## src/rtl/sme_pkg.sv

```systemverilog
// Shared types and constants for the string-match engine host.
package sme_pkg;

    localparam int unsigned S_MAX = 32;
    localparam int unsigned P_MAX = 8;
    localparam int unsigned TMO   = 255;

    localparam logic [7:0] CH_CARET  = 8'h5E;
    localparam logic [7:0] CH_DOLLAR = 8'h24;
    localparam logic [7:0] CH_DOT    = 8'h2E;
    localparam logic [7:0] CH_STAR   = 8'h2A;
    localparam logic [7:0] CH_SPACE  = 8'h20;

    typedef enum logic [2:0] {
        StIdle,
        StSendS,
        StSendP,
        StWait,
        StResult
    } sme_state_e;

endpackage

```

## src/rtl/sme_char_buf.sv

```systemverilog
// Character buffer: one write port and a registered indexed read that yields 0 when not reading.
module sme_char_buf #(
    parameter int unsigned Depth = 8,
    parameter int unsigned IdxW  = $clog2(Depth)
) (
    input  logic            clk,
    input  logic            reset,
    input  logic            wr_en,
    input  logic [IdxW-1:0] wr_idx,
    input  logic [7:0]      wr_data,
    input  logic            rd_en,
    input  logic [IdxW-1:0] rd_idx,
    output logic [7:0]      rd_data
);

    logic [7:0] mem_q [Depth];
    logic [7:0] rd_data_q, rd_data_d;

    // Read data is forced to 0 when idle so the host can OR both buffers onto chardata.
    always_comb begin
        rd_data_d = 8'h00;
        if (rd_en) rd_data_d = mem_q[rd_idx];
    end

    // Storage needs no reset; contents are don't-care after reset.
    always_ff @(posedge clk) begin
        if (wr_en) mem_q[wr_idx] <= wr_data;
    end

    // Registered read port.
    always_ff @(posedge clk or negedge reset) begin
        if (!reset) rd_data_q <= 8'h00;
        else        rd_data_q <= rd_data_d;
    end

    assign rd_data = rd_data_q;

endmodule

```

## src/rtl/sme_host.sv

```systemverilog
// Host sequencer: loads string/pattern buffers, streams them to the engine and collects the result.
module sme_host #(
    parameter int unsigned S_MAX = sme_pkg::S_MAX,
    parameter int unsigned P_MAX = sme_pkg::P_MAX,
    parameter int unsigned TMO   = sme_pkg::TMO
) (
    input  logic       clk,
    input  logic       reset,
    input  logic       ld_en,
    input  logic       ld_sel,
    input  logic [7:0] ld_data,
    input  logic       start,
    input  logic       keep_string,
    input  logic       valid,
    input  logic       match,
    input  logic [4:0] match_index,
    output logic [7:0] chardata,
    output logic       isstring,
    output logic       ispattern,
    output logic       busy,
    output logic       res_valid,
    output logic       res_match,
    output logic [4:0] res_index,
    output logic       err
);
    import sme_pkg::*;

    localparam int unsigned SIdxW = $clog2(S_MAX);
    localparam int unsigned PIdxW = $clog2(P_MAX);

    sme_state_e state_q, state_d;
    logic [5:0] s_len_q, s_len_d, s_idx_q, s_idx_d, s_ld_idx;
    logic [3:0] p_len_q, p_len_d, p_idx_q, p_idx_d;
    logic [7:0] tmo_q, tmo_d;
    logic       s_restart_q, s_restart_d;
    logic       isstring_q, isstring_d, ispattern_q, ispattern_d, busy_q, busy_d;
    logic       res_valid_q, res_valid_d, res_match_q, res_match_d, err_q, err_d;
    logic [4:0] res_index_q, res_index_d;

    logic             s_wr_en, p_wr_en, s_rd_en, p_rd_en;
    logic [SIdxW-1:0] s_wr_idx, s_rd_idx;
    logic [PIdxW-1:0] p_wr_idx, p_rd_idx;
    logic [7:0]       s_rd_data, p_rd_data;

    // Next-state: buffer loading in IDLE plus the job sequencer.
    always_comb begin
        state_d     = state_q;
        s_len_d     = s_len_q;
        p_len_d     = p_len_q;
        s_idx_d     = s_idx_q;
        p_idx_d     = p_idx_q;
        tmo_d       = tmo_q;
        s_restart_d = s_restart_q;
        isstring_d  = 1'b0;
        ispattern_d = 1'b0;
        res_valid_d = 1'b0;
        err_d       = 1'b0;
        res_match_d = res_match_q;
        res_index_d = res_index_q;
        s_wr_en     = 1'b0;
        p_wr_en     = 1'b0;
        s_wr_idx    = '0;
        p_wr_idx    = '0;
        s_rd_en     = 1'b0;
        p_rd_en     = 1'b0;
        s_rd_idx    = '0;
        p_rd_idx    = '0;
        // First string write after a job overwrites from index 0.
        s_ld_idx    = s_restart_q ? 6'd0 : s_len_q;

        if (state_q == StIdle && ld_en) begin
            if (!ld_sel) begin
                if (s_ld_idx < 6'(S_MAX)) begin
                    s_wr_en     = 1'b1;
                    s_wr_idx    = s_ld_idx[SIdxW-1:0];
                    s_len_d     = s_ld_idx + 6'd1;
                    s_restart_d = 1'b0;
                end
            end else if (p_len_q < 4'(P_MAX)) begin
                p_wr_en  = 1'b1;
                p_wr_idx = p_len_q[PIdxW-1:0];
                p_len_d  = p_len_q + 4'd1;
            end
        end

        case (state_q)
            StIdle: begin
                if (start) begin
                    if (p_len_q == 4'd0 || (!keep_string && s_len_q == 6'd0)) begin
                        err_d = 1'b1;
                    end else if (!keep_string) begin
                        state_d    = StSendS;
                        isstring_d = 1'b1;
                        s_rd_en    = 1'b1;
                        s_idx_d    = 6'd1;
                    end else begin
                        state_d     = StSendP;
                        ispattern_d = 1'b1;
                        p_rd_en     = 1'b1;
                        p_idx_d     = 4'd1;
                    end
                end
            end
            StSendS: begin
                if (s_idx_q == s_len_q) begin
                    state_d     = StSendP;
                    ispattern_d = 1'b1;
                    p_rd_en     = 1'b1;
                    p_idx_d     = 4'd1;
                end else begin
                    isstring_d = 1'b1;
                    s_rd_en    = 1'b1;
                    s_rd_idx   = s_idx_q[SIdxW-1:0];
                    s_idx_d    = s_idx_q + 6'd1;
                end
            end
            StSendP: begin
                if (p_idx_q == p_len_q) begin
                    state_d = StWait;
                    tmo_d   = 8'd0;
                end else begin
                    ispattern_d = 1'b1;
                    p_rd_en     = 1'b1;
                    p_rd_idx    = p_idx_q[PIdxW-1:0];
                    p_idx_d     = p_idx_q + 4'd1;
                end
            end
            StWait: begin
                tmo_d = tmo_q + 8'd1;
                if (valid) begin
                    state_d     = StResult;
                    res_valid_d = 1'b1;
                    res_match_d = match;
                    res_index_d = match_index;
                end else if (tmo_d == 8'(TMO)) begin
                    state_d     = StResult;
                    res_valid_d = 1'b1;
                    res_match_d = 1'b0;
                    res_index_d = 5'd0;
                    err_d       = 1'b1;
                end
            end
            StResult: begin
                state_d     = StIdle;
                p_len_d     = 4'd0;
                s_restart_d = 1'b1;
            end
            default: state_d = StIdle;
        endcase

        busy_d = (state_d != StIdle);
    end

    // FSM state, counters and registered outputs.
    always_ff @(posedge clk or negedge reset) begin
        if (!reset) begin
            state_q     <= StIdle;
            s_len_q     <= 6'd0;
            p_len_q     <= 4'd0;
            s_idx_q     <= 6'd0;
            p_idx_q     <= 4'd0;
            tmo_q       <= 8'd0;
            s_restart_q <= 1'b0;
            isstring_q  <= 1'b0;
            ispattern_q <= 1'b0;
            busy_q      <= 1'b0;
            res_valid_q <= 1'b0;
            res_match_q <= 1'b0;
            res_index_q <= 5'd0;
            err_q       <= 1'b0;
        end else begin
            state_q     <= state_d;
            s_len_q     <= s_len_d;
            p_len_q     <= p_len_d;
            s_idx_q     <= s_idx_d;
            p_idx_q     <= p_idx_d;
            tmo_q       <= tmo_d;
            s_restart_q <= s_restart_d;
            isstring_q  <= isstring_d;
            ispattern_q <= ispattern_d;
            busy_q      <= busy_d;
            res_valid_q <= res_valid_d;
            res_match_q <= res_match_d;
            res_index_q <= res_index_d;
            err_q       <= err_d;
        end
    end

    sme_char_buf #(.Depth(S_MAX), .IdxW(SIdxW)) u_str_buf (
        .clk     (clk),
        .reset   (reset),
        .wr_en   (s_wr_en),
        .wr_idx  (s_wr_idx),
        .wr_data (ld_data),
        .rd_en   (s_rd_en),
        .rd_idx  (s_rd_idx),
        .rd_data (s_rd_data)
    );

    sme_char_buf #(.Depth(P_MAX), .IdxW(PIdxW)) u_pat_buf (
        .clk     (clk),
        .reset   (reset),
        .wr_en   (p_wr_en),
        .wr_idx  (p_wr_idx),
        .wr_data (ld_data),
        .rd_en   (p_rd_en),
        .rd_idx  (p_rd_idx),
        .rd_data (p_rd_data)
    );

    // Both read ports are zero when idle, so chardata is 0 unless one buffer is streaming.
    assign chardata  = s_rd_data | p_rd_data;
    assign isstring  = isstring_q;
    assign ispattern = ispattern_q;
    assign busy      = busy_q;
    assign res_valid = res_valid_q;
    assign res_match = res_match_q;
    assign res_index = res_index_q;
    assign err       = err_q;

endmodule

```

## config.mk

```make
export PLATFORM = sky130hd
export DESIGN_NAME = sme_host
export DESIGN_NICKNAME = d
export VERILOG_FILES = /design/src/rtl/sme_pkg.sv /design/src/rtl/sme_char_buf.sv /design/src/rtl/sme_host.sv
export SDC_FILE = /design/constraint.sdc
export NUM_CORES = 1
export LEC_CHECK = 0
export ABC_AREA = 1
export BUFFER_PORTS_ARGS = -buffer_cell sky130_fd_sc_hd__buf_2
export CORE_UTILIZATION = 55
export DETAILED_ROUTE_END_ITERATION = 6
export PLACE_DENSITY = 0.71
export SLEW_MARGIN = 20
export SYNTH_ARGS = -nofsm -noshare
export SYNTH_HDL_FRONTEND = slang
export SYNTH_SLANG_ARGS = --single-unit
```

## constraint.sdc

```tcl
create_clock -name clk -period 3.5 [get_ports clk]
set_clock_uncertainty 0.2 [all_clocks]
set_input_delay 0.7 -clock clk [delete_from_list [all_inputs] [get_ports clk]]
set_output_delay 0.7 -clock clk [all_outputs]
set_load 0.01 [all_outputs]
```

==> results of run 1 <==
-- metal layers --
metal / GRT usage, % / wire, um / up-vias
met5: 0 / 0 / -
met4: 9.12 / 892 / 0
met3: 5.36 / 3240 / 65
met2: 44.0 / 19200 / 506
met1: 36.6 / 15900 / 5479
li1: - / - / 5108
-- worst min path at each step --
stage,from,endpoint,slack [ns],cells after the start
after floorplan,reset,busy$_DFF_PN0_,0.20,0
after global placement,res_index[0]$_DFFE_PN0P_,res_index[0]$_DFFE_PN0P_,0.25,2
after detailed placement,res_match$_DFFE_PN0P_,res_match$_DFFE_PN0P_,0.25,2
after CTS,match_index[3],res_index[3]$_DFFE_PN0P_,0.20,3
after global routing,match_index[3],res_index[3]$_DFFE_PN0P_,0.21,3
final,match_index[3],res_index[3]$_DFFE_PN0P_,0.22,3
-- power groups by stage --
stage / logic, mW / clock network [mW] / registers (mW)
final: 3.50 / 4.05 / 5.45
after global placement: 3.41 / 0 / 5.52
after detailed placement: 3.46 / 0 / 5.53
after CTS: 3.48 / 4.09 / 5.44
after floorplan: 2.48 / 0 / 5.46
after global routing: 3.89 / 4.27 / 5.47
-- what timing repair did --
| item | 4_1_cts | 5_1_grt |
|---|---|---|
| resized for setup | 0 | 7 |
| hold buffers | 1 | 0 |
| setup endpoints to repair | 0 | 32 |
| hold endpoints to repair | 21 | 0 |
-- cells by family (layout without fill, tap and decap cells) --
logic type	after synthesis	after routing	synth area share, %
AND/OR/NAND/NOR	810	810	22.8
flip-flops	379	379	69.4
adder cells (fa/ha/maj)	7	7	0.548
XOR/XNOR	14	14	0.767
buffers and inverters	132	215	3.85
AO/OA/AOI/OAI	70	70	2.63
other	0	1	0
-- flip-flops by register name (all words and copies together) (netlist names), 5 cells and up --
name               count
tmo_q                  8
u_str_buf.rd_data      8
s_idx_q                6
s_len_q                6
u_pat_buf.rd_data      8
u_str_buf.mem_q      256
res_index              5
u_pat_buf.mem_q       64
-- layout make-up --
type	count	area, um2	area share [%]
antenna	1	2.50	0.0139
clock inverter	19	200	1.11
clock buffer	52	1050	5.81
sequential	379	11100	61.6
tap	384	480	2.67
multi-input combinational	901	4330	24.1
inverter	57	214	1.19
timing repair buffer	87	633	3.52
-- worst reg2reg max path: cells and delay by family, from the launching register on --
| family | cells | cell delay, ns |
|---|---|---|
| and+or+nand+nor | 8 | 1.76 |
| DFF | 1 | 0.41 |
| buffers and inverters | 3 | 0.42 |
-- cell usage in the layout, fill, tap and decap left out, drive strengths merged, types with 2 or more instances in the layout --
| master | netlist | final |
|---|---|---|
| a21oi | 20 | 20 |
| buf | 51 | 86 |
| bufinv | 0 | 4 |
| clkbuf | 24 | 52 |
| clkinv | 1 | 15 |
| dfrtp | 59 | 59 |
| edfxtp | 320 | 320 |
| ha | 7 | 7 |
| inv | 56 | 57 |
| nand2 | 289 | 289 |
| nand3 | 390 | 390 |
| nand4 | 4 | 4 |
| nor2 | 92 | 92 |
| nor3 | 6 | 6 |
| nor4 | 4 | 4 |
| o211ai | 17 | 17 |
| o21ai | 19 | 19 |
| o22ai | 7 | 7 |
| o31ai | 3 | 3 |
| o32ai | 2 | 2 |
| or2 | 24 | 24 |
| xor2 | 13 | 13 |
-- through the flow --
stage	instance area [um2]	hold slack [ns]	power, mW	worst slack [ns]	utilization [%]
5_1_grt	18000	0.215	13.6	0.0481	62.8
3_5_place_dp	16700	0.254	8.99	0.115	58.4
2_1_floorplan	16000	0.204	7.94	0.767	-
4_1_cts	18000	0.200	13.0	0.0725	62.7
3_3_place_gp	16700	0.254	8.94	0.221	58.4
6_report	18000	0.215	13.0	0.385	62.8
==> metrics, run 1 <==
status finished clean; vias in the first global route 10700; layout cells sized above 1 approximately an eighth; RSZ-0062 raised after global routing no; Cell Rows 62; Final Hold Viols 0; Synth Cell Area 16000 um2; crit path cell chain nor2_1, inv_1, nor2_1, nand2_1, nor2_1, nand2_1, clkinv_1, nand2_1, inv_1, nand2_1, nor2_4; final RePlAce weighted congestion 0.856; Hold Crit Class primary input to register; Critical-path top delay cell dfrtp_1; sequential group share of total power 41.9%; CTS Buf Count 39; Crit path top cell by count nand2_1; Final min period 3.12 ns; Clk pin slew, worst setup/hold paths approximately 0.060 ns; IO buf count 39; Area Growth Syn to Fin 12.6%; Starting Density 55.8%; top post-synthesis cells by count nand3_1, edfxtp_1, nand2_1; cell taking the most area after synthesis edfxtp_1; critical path depth in cells 11; post-synthesis register bit count 379; Max Slew Vio Count 0; Worst VDD drop 0.520 mV; clk_lat worst skew between 0.5 and 0.6 ns; root buf cell clkbuf_16; R2R depth 11; Setup crit start kind register; internal power 8.63 mW; Cell Count Post-Placement 1807; FFs w/ async S/R, synth 15.6%; CP top delay family simple AND/OR/NAND/NOR gates; number of fill cells 2192; DRC 0; DRT Pass-1 Iters 5; largest net degree at the start of global routing 122; leakage power between 6 and 7 nW; Fin Setup TNS 0 ns; period utilization about nine tenths; endpoints failing setup 0; Reg2Reg Setup Slack 0.38 ns; worst slew pin tran roughly 1.0 ns; clock buffer depth 3; mean routed wirelength per cell roughly 21 um; die area 29700 um2; # H-tree levels 2; capturing point of the worst reg2reg path u_str_buf.mem_q[22][4]$_DFFE_PP_; post-DP HPWL ~23000 um; post-synth top area share 60.1%; Setup crit start state_q[2]$_DFF_PN0_; Pwr per Cell Area 723 nW/um2; count leader, synth nand3_1; post-synthesis cell type count 34; Clk pwr share 31.2%; crit path capture u_str_buf.mem_q[22][4]$_DFFE_PP_; Final nets 1493; first-pass GRT wire length 59900 um; Top FF cell, synth edfxtp_1; Net Sw Power 4.37 mW; slowest stage delay, CP a little over 0.4 ns; fmax 321 MHz; syn_nets ~1400; Initial DRC Count 1295; Post-synth EDFFs 320; Sw Ratio between 30 and 40%; Critical Path RT between 3 and 4 ns; CORE AREA 28600 um2; mean number of vias per cell 5.94; max_cap viols 0; Max-slew headroom around 30%; Setup Buffers After CTS 0; initial antenna violation count 2; die width around 170 um; sequential element share of the synthesized area about 69%; CP bufs+invs 3; Setup CP Type register to register; synth top area cells edfxtp_1, nand3_1, dfrtp_1; worst-path fanout max 10; logic gate share of total power a little over a quarter; CTS tree yes; I/O pin total 40; via count 11200; Routed Antenna Nets 0; GRT Total Usage between 20% and 30%; Die Y 172 um; worst r2r src state_q[2]$_DFF_PN0_; final non-filler cell total 1880; CTS sink count 379; global route total overflow 0; Gate Count Post-Synth 1412; Synth warnings 0; Worst EP arrival between 3 and 4 ns; drt total wl between 30000 and 40000 um; crit path capture type register; syn_area_per_cell 11.3 um2
Note: power is estimated with default switching activity, not from simulation.
==> run 2, diff against run 1 <==
BUFFER_PORTS_ARGS = unset   (was -buffer_cell sky130_fd_sc_hd__buf_2)
DONT_BUFFER_PORTS = 1   (was unset)
PLACE_DENSITY = 0.69   (was 0.71)
==> metrics, run 2 (synthesis gave the netlist of run 1 again) <==
drt total wl 37700 um; IO buf count 0; final RePlAce weighted congestion 0.829; post-DP HPWL around 22000 um; Fin Setup TNS 0 ns; Final Hold Viols 0; Net Sw Power 4.25 mW; Hold-fix buffers, CTS 2; met2 wire len 18100 um; crit path capture type register; via count 10900; hold_ws 0.0620 ns; worst-path fanout max 10; global route total overflow 0; Clk pwr share a little under a third; largest net degree at the start of global routing 122; mean routed wirelength per cell 20.4 um; I/O pin total 40; layout cells sized above 1 9.58%; worst slew pin tran between 1 and 1.5 ns; sequential group share of total power 43.2%; most frequent cells in the layout nand3_1, edfxtp_1, nand2_1; CTS tree yes; Cell Count Post-Placement 1771; post-route cell area ~18000 um2; die width 172 um; GRT Total Usage 26.3%; max reg flops 256; biggest registers after layout u_str_buf.mem_q (256), u_pat_buf.mem_q (64); Sw Ratio 33.6%; Util after Layout 62.1%; Starting Density 55.8%; logic gate share of total power 25.9%; # H-tree levels 2; leakage power ~6.6 nW; vias in the first global route roughly 10000; Hold Crit Class primary input to register; fmax 329 MHz; CORE AREA around 29000 um2; Routed Antenna Nets 0; Initial DRC Count 1341; met1 wire length approximately 16000 um; endpoints failing setup 0; root buf cell clkbuf_16; Clk pin slew, worst setup/hold paths approximately 0.060 ns; Max Slew Vio Count 0; RSZ-0062 raised after global routing no; Reg2Reg Setup Slack 0.46 ns; cell area after placement ~17000 um2; routed length on met3 2740 um; CTS sink count about 380; die area between 20000 and 30000 um2; Setup CP Type register to register; Worst EP arrival 2.99 ns; final non-filler cell total 1846; Worst VDD drop slightly above 0.7 mV; Final min period between 3 and 4 ns; Max-slew headroom 32.5%; Ant. Diodes 0; most common cell after layout, fill and taps aside nand3_1; top sig layer met4; initial antenna violation count 0; max_cap viols 0; CTS Buf Count 40; internal power between 8 and 9 mW; Pwr per Cell Area 713 nW/um2; Top reg by flops u_str_buf.mem_q; Critical Path RT 3.45 ns; Cell Rows slightly above 60; DRT Pass-1 Iters 5; Area Growth Syn to Fin 11.2%; status finished clean; first-pass GRT wire length 58200 um; clk_lat worst skew 0.52 ns; DRC 0; period utilization 86.8%; Final nets 1459; clock buffer depth 3; Setup Buffers After CTS 0; mean number of vias per cell 5.89; Die Y 172 um; Resize count post-CTS 0; Setup crit start kind register
[run 2: changes by cell type in the layout (fill, tap and decap cells not counted), sizes merged]
| cell | before | now |
|---|---|---|
| clkbuf | 52 | 60 |
| diode | 1 | 0 |
| clkinv | 15 | 12 |
| buf | 86 | 51 |
| bufinv | 4 | 1 |
[run 2: per-stage QoR]
stage          setup WS [ns]  total power, mW
2_1_floorplan          0.767             7.94
3_3_place_gp           0.585             8.71
3_5_place_dp           0.496             8.78
4_1_cts                0.477             12.7
5_1_grt                0.144             13.3
6_report               0.463             12.7
[run 2: final timing paths]
kind                                   startpoint                                to  cells after the start
hold reg to reg            s_idx_q[5]$_DFFE_PN0P_            s_idx_q[5]$_DFFE_PN0P_                      2
setup / recovery             state_q[2]$_DFF_PN0_  u_str_buf.mem_q[23][1]$_DFFE_PP_                     11
hold / removal                         ld_data[7]  u_str_buf.mem_q[11][7]$_DFFE_PP_                      0
setup reg to reg             state_q[2]$_DFF_PN0_  u_str_buf.mem_q[23][1]$_DFFE_PP_                     11
max in group asynchronous                   reset    u_pat_buf.rd_data[2]$_DFF_PN0_                      2
min in group asynchronous                   reset            s_idx_q[1]$_DFFE_PN0P_                      2
[run 2: power groups by stage]
stage          Clock, mW  Sequential (mW)  Combinational (mW)
6_report            3.92             5.47                3.28
5_1_grt             4.15             5.50                3.65
4_1_cts             3.97             5.47                3.27
3_5_place_dp           0             5.56                3.23
3_3_place_gp           0             5.55                3.16
2_1_floorplan          0             5.46                2.48
[run 2: final cells by class]
type | instances | area (um2)
multi-input cells | 901 | 4300
well taps | 384 | 480
clock buffers | 60 | 1110
repair buffers | 52 | 475
flip-flops and latches | 379 | 11100
clock inverters | 13 | 100
inverters | 57 | 214
fillers | 2303 | 10900
[run 2: metal layers]
metal / vias up / track usage (%)
li1: 5040 / -
met1: 5286 / 36.9
met2: 480 / 42.9
met3: 69 / 3.52
met4: 0 / 8.46
met5: - / 0
[run 2: critical path: stages (launching register included)]
cell      delay [ns]
dfrtp_1         0.42
nor2_1          0.15
inv_1           0.08
nor2_1          0.18
nand2_1         0.12
nor2_1          0.15
nand2_1         0.22
clkinv_1        0.23
nand2_1         0.12
nor2_1          0.14
nand2_1         0.12
nor2_1          0.56
==> run 3, diff against run 2 <==
CELL_PAD_IN_SITES_DETAIL_PLACEMENT = 1   (was unset)
CELL_PAD_IN_SITES_GLOBAL_PLACEMENT = 1   (was unset)
CORE_UTILIZATION = 47   (was 55)
PLACE_DENSITY = 0.75   (was 0.69)
clock period = 2.49 ns   (was 3.5 ns; I/O delays follow)
==> metrics, run 3 (synthesis gave the netlist of run 1 again) <==
status finished, violations left; failing checks negative setup slack; Worst VDD drop 0.607 mV; Final min period 2.54 ns; Ant. Diodes 0; Worst EP arrival 2.82 ns; Area Growth Syn to Fin 25.5%; die width 186 um; global route total overflow 0; DRC 0; largest net degree at the start of global routing between 60 and 70; most common cell after layout, fill and taps aside nand3_1; first-pass GRT wire length approximately 73000 um; worst slew pin tran 0.638 ns; biggest registers after layout u_str_buf.mem_q (256), u_pat_buf.mem_q (64); post-DP HPWL ~28000 um; I/O pin total 40; Setup CP Type register to register; worst-path fanout max 7; Net Sw Power 7.60 mW; Top reg by flops u_str_buf.mem_q; root buf cell clkbuf_16; endpoints failing setup 95; R2R depth 16; crit path capture u_str_buf.rd_data[1]$_DFF_PN0_; PnR Total Power about 21 mW; via count 12200; Max Slew Vio Count 0; logic gate share of total power 35.4%; mean routed wirelength per cell around 26 um; clk_lat worst skew 0.55 ns; Reg2Reg Setup Slack -0.05 ns; period utilization 102%; leakage power 7.50 nW; DRT Pass-1 Iters 7; Starting Density 47.6%; CTS tree yes; Pwr per Cell Area 1030 nW/um2; # H-tree levels 2; GRT Total Usage 27.9%; DP Worst Slack -0.168 ns; CTS Buf Count 40; sequential group share of total power 37.2%; max_cap viols 0; internal power 13.0 mW; fmax 394 MHz; most frequent cells in the layout nand3_1, edfxtp_1, nand2_1; RSZ-0062 raised after global routing yes; vias in the first global route 12400; CTS sink count 379; capturing point of the worst reg2reg path u_str_buf.rd_data[1]$_DFF_PN0_; Critical Path RT 2.77 ns; Initial DRC Count 1200; Sw Ratio between 30% and 40%; Setup crit start s_len_q[4]$_DFFE_PN0P_; Routed Antenna Nets 0; clock buffer depth 3; Max-slew headroom 57.4%; crit path capture type register; die area 34700 um2; worst setup margin -0.0502 ns; Final nets 1571; CORE AREA approximately 34000 um2; Clk pwr share 27.5%; Cell Rows 67; max reg flops 256; final RePlAce weighted congestion 0.819; Clk pin slew, worst setup/hold paths 0.07 ns; Final Hold Viols 0; Hold Crit Class primary input to register; IO buf count 0; worst r2r src s_len_q[4]$_DFFE_PN0P_; drt total wl about 53000 um; initial antenna violation count 0; mean number of vias per cell 6.01; Util after Layout 59.8%; layout cells sized above 1 24.4%; Setup crit start kind register; Die Y about 190 um
[run 3: changes by cell type in the layout (fill, tap and decap cells not counted), moves of 22 or more]
cell     previous run  this run
nand3_1           388       340
nand3_2             1        48
nor2_1             88        50
nand2_1           287       253
buf_4              45        78
nand2_2             1        29
buf_6               0        25
buf_12              5        27
[run 3: metrics by stage]
step	setup TNS (ns)	instances	hold slack, ns	instance area [um2]
global route	-21.12	2023	0.0660	20100
CTS	0	1999	0.00607	19100
finish	-2.11	2023	0.0218	20100
global placement	-4.55	1895	0.00396	17200
floorplan	-4.69	1412	0.00241	16000
detailed placement	-12.97	1895	0.00436	17200
[run 3: layer usage]
metal  routed length, um  up-vias  track usage, %
li1                    -     5286               -
met4                1640        0            7.85
met1               21100     6224            37.2
met2               26500      535            47.8
met5                   0        -               0
met3                3510      112            3.84
[run 3: how the worst min path moves through the flow]
stage | startpoint | endpoint | slack [ns] | cells after the start
finish | valid | state_q[2]$_DFF_PN0_ | 0.02 | 4
global route | valid | res_valid$_DFF_PN0_ | 0.07 | 4
CTS | valid | state_q[2]$_DFF_PN0_ | 0.006 | 4
detailed placement | reset | u_pat_buf.rd_data[0]$_DFF_PN0_ | 0.004 | 0
global placement | reset | u_pat_buf.rd_data[0]$_DFF_PN0_ | 0.004 | 0
floorplan | reset | busy$_DFF_PN0_ | 0.002 | 0
[run 3: layout make-up]
| class | count | area [um2] |
|---|---|---|
| multi-input combinational | 901 | 4920 |
| timing repair buffer | 163 | 2050 |
| clock inverter | 26 | 181 |
| fill | 3402 | 13500 |
| sequential | 379 | 11100 |
| timing repair inverter | 1 | 7.51 |
| clock buffer | 48 | 1030 |
| tap | 448 | 561 |
| inverter | 57 | 224 |
[run 3: power by group through the flow]
stage | registers (mW) | clock network, mW | logic [mW]
3_3_place_gp | 7.75 | 0 | 5.32
3_5_place_dp | 7.77 | 0 | 5.55
5_1_grt | 7.69 | 5.96 | 7.75
6_report | 7.67 | 5.67 | 7.29
4_1_cts | 7.64 | 5.67 | 6.21
2_1_floorplan | 7.67 | 0 | 3.49
[run 3: critical path, stage by stage (launching register included)]
cell	delay (ns)
dfrtp_1	0.41
inv_1	0.09
nand2_1	0.09
nand2_1	0.08
nor2_2	0.18
nand3_4	0.20
nand2_4	0.18
nor2_4	0.05
buf_12	0.16
clkbuf_16	0.16
nand3_1	0.07
nand3_1	0.09
nand3_2	0.14
nand2_2	0.10
nand2_1	0.07
nand2_1	0.07
nor2_2	0.13
[run 3: what timing repair did]
item | 4_1_cts | 5_1_grt
setup buffers | 6 | 16
cloned | 5 | 10
resized for setup | 30 | 177
endpoints found under the setup margin | 232 | 208
hold buffers | 19 | 1
pin swaps | 2 | 44
hold endpoints to repair | 387 | 1
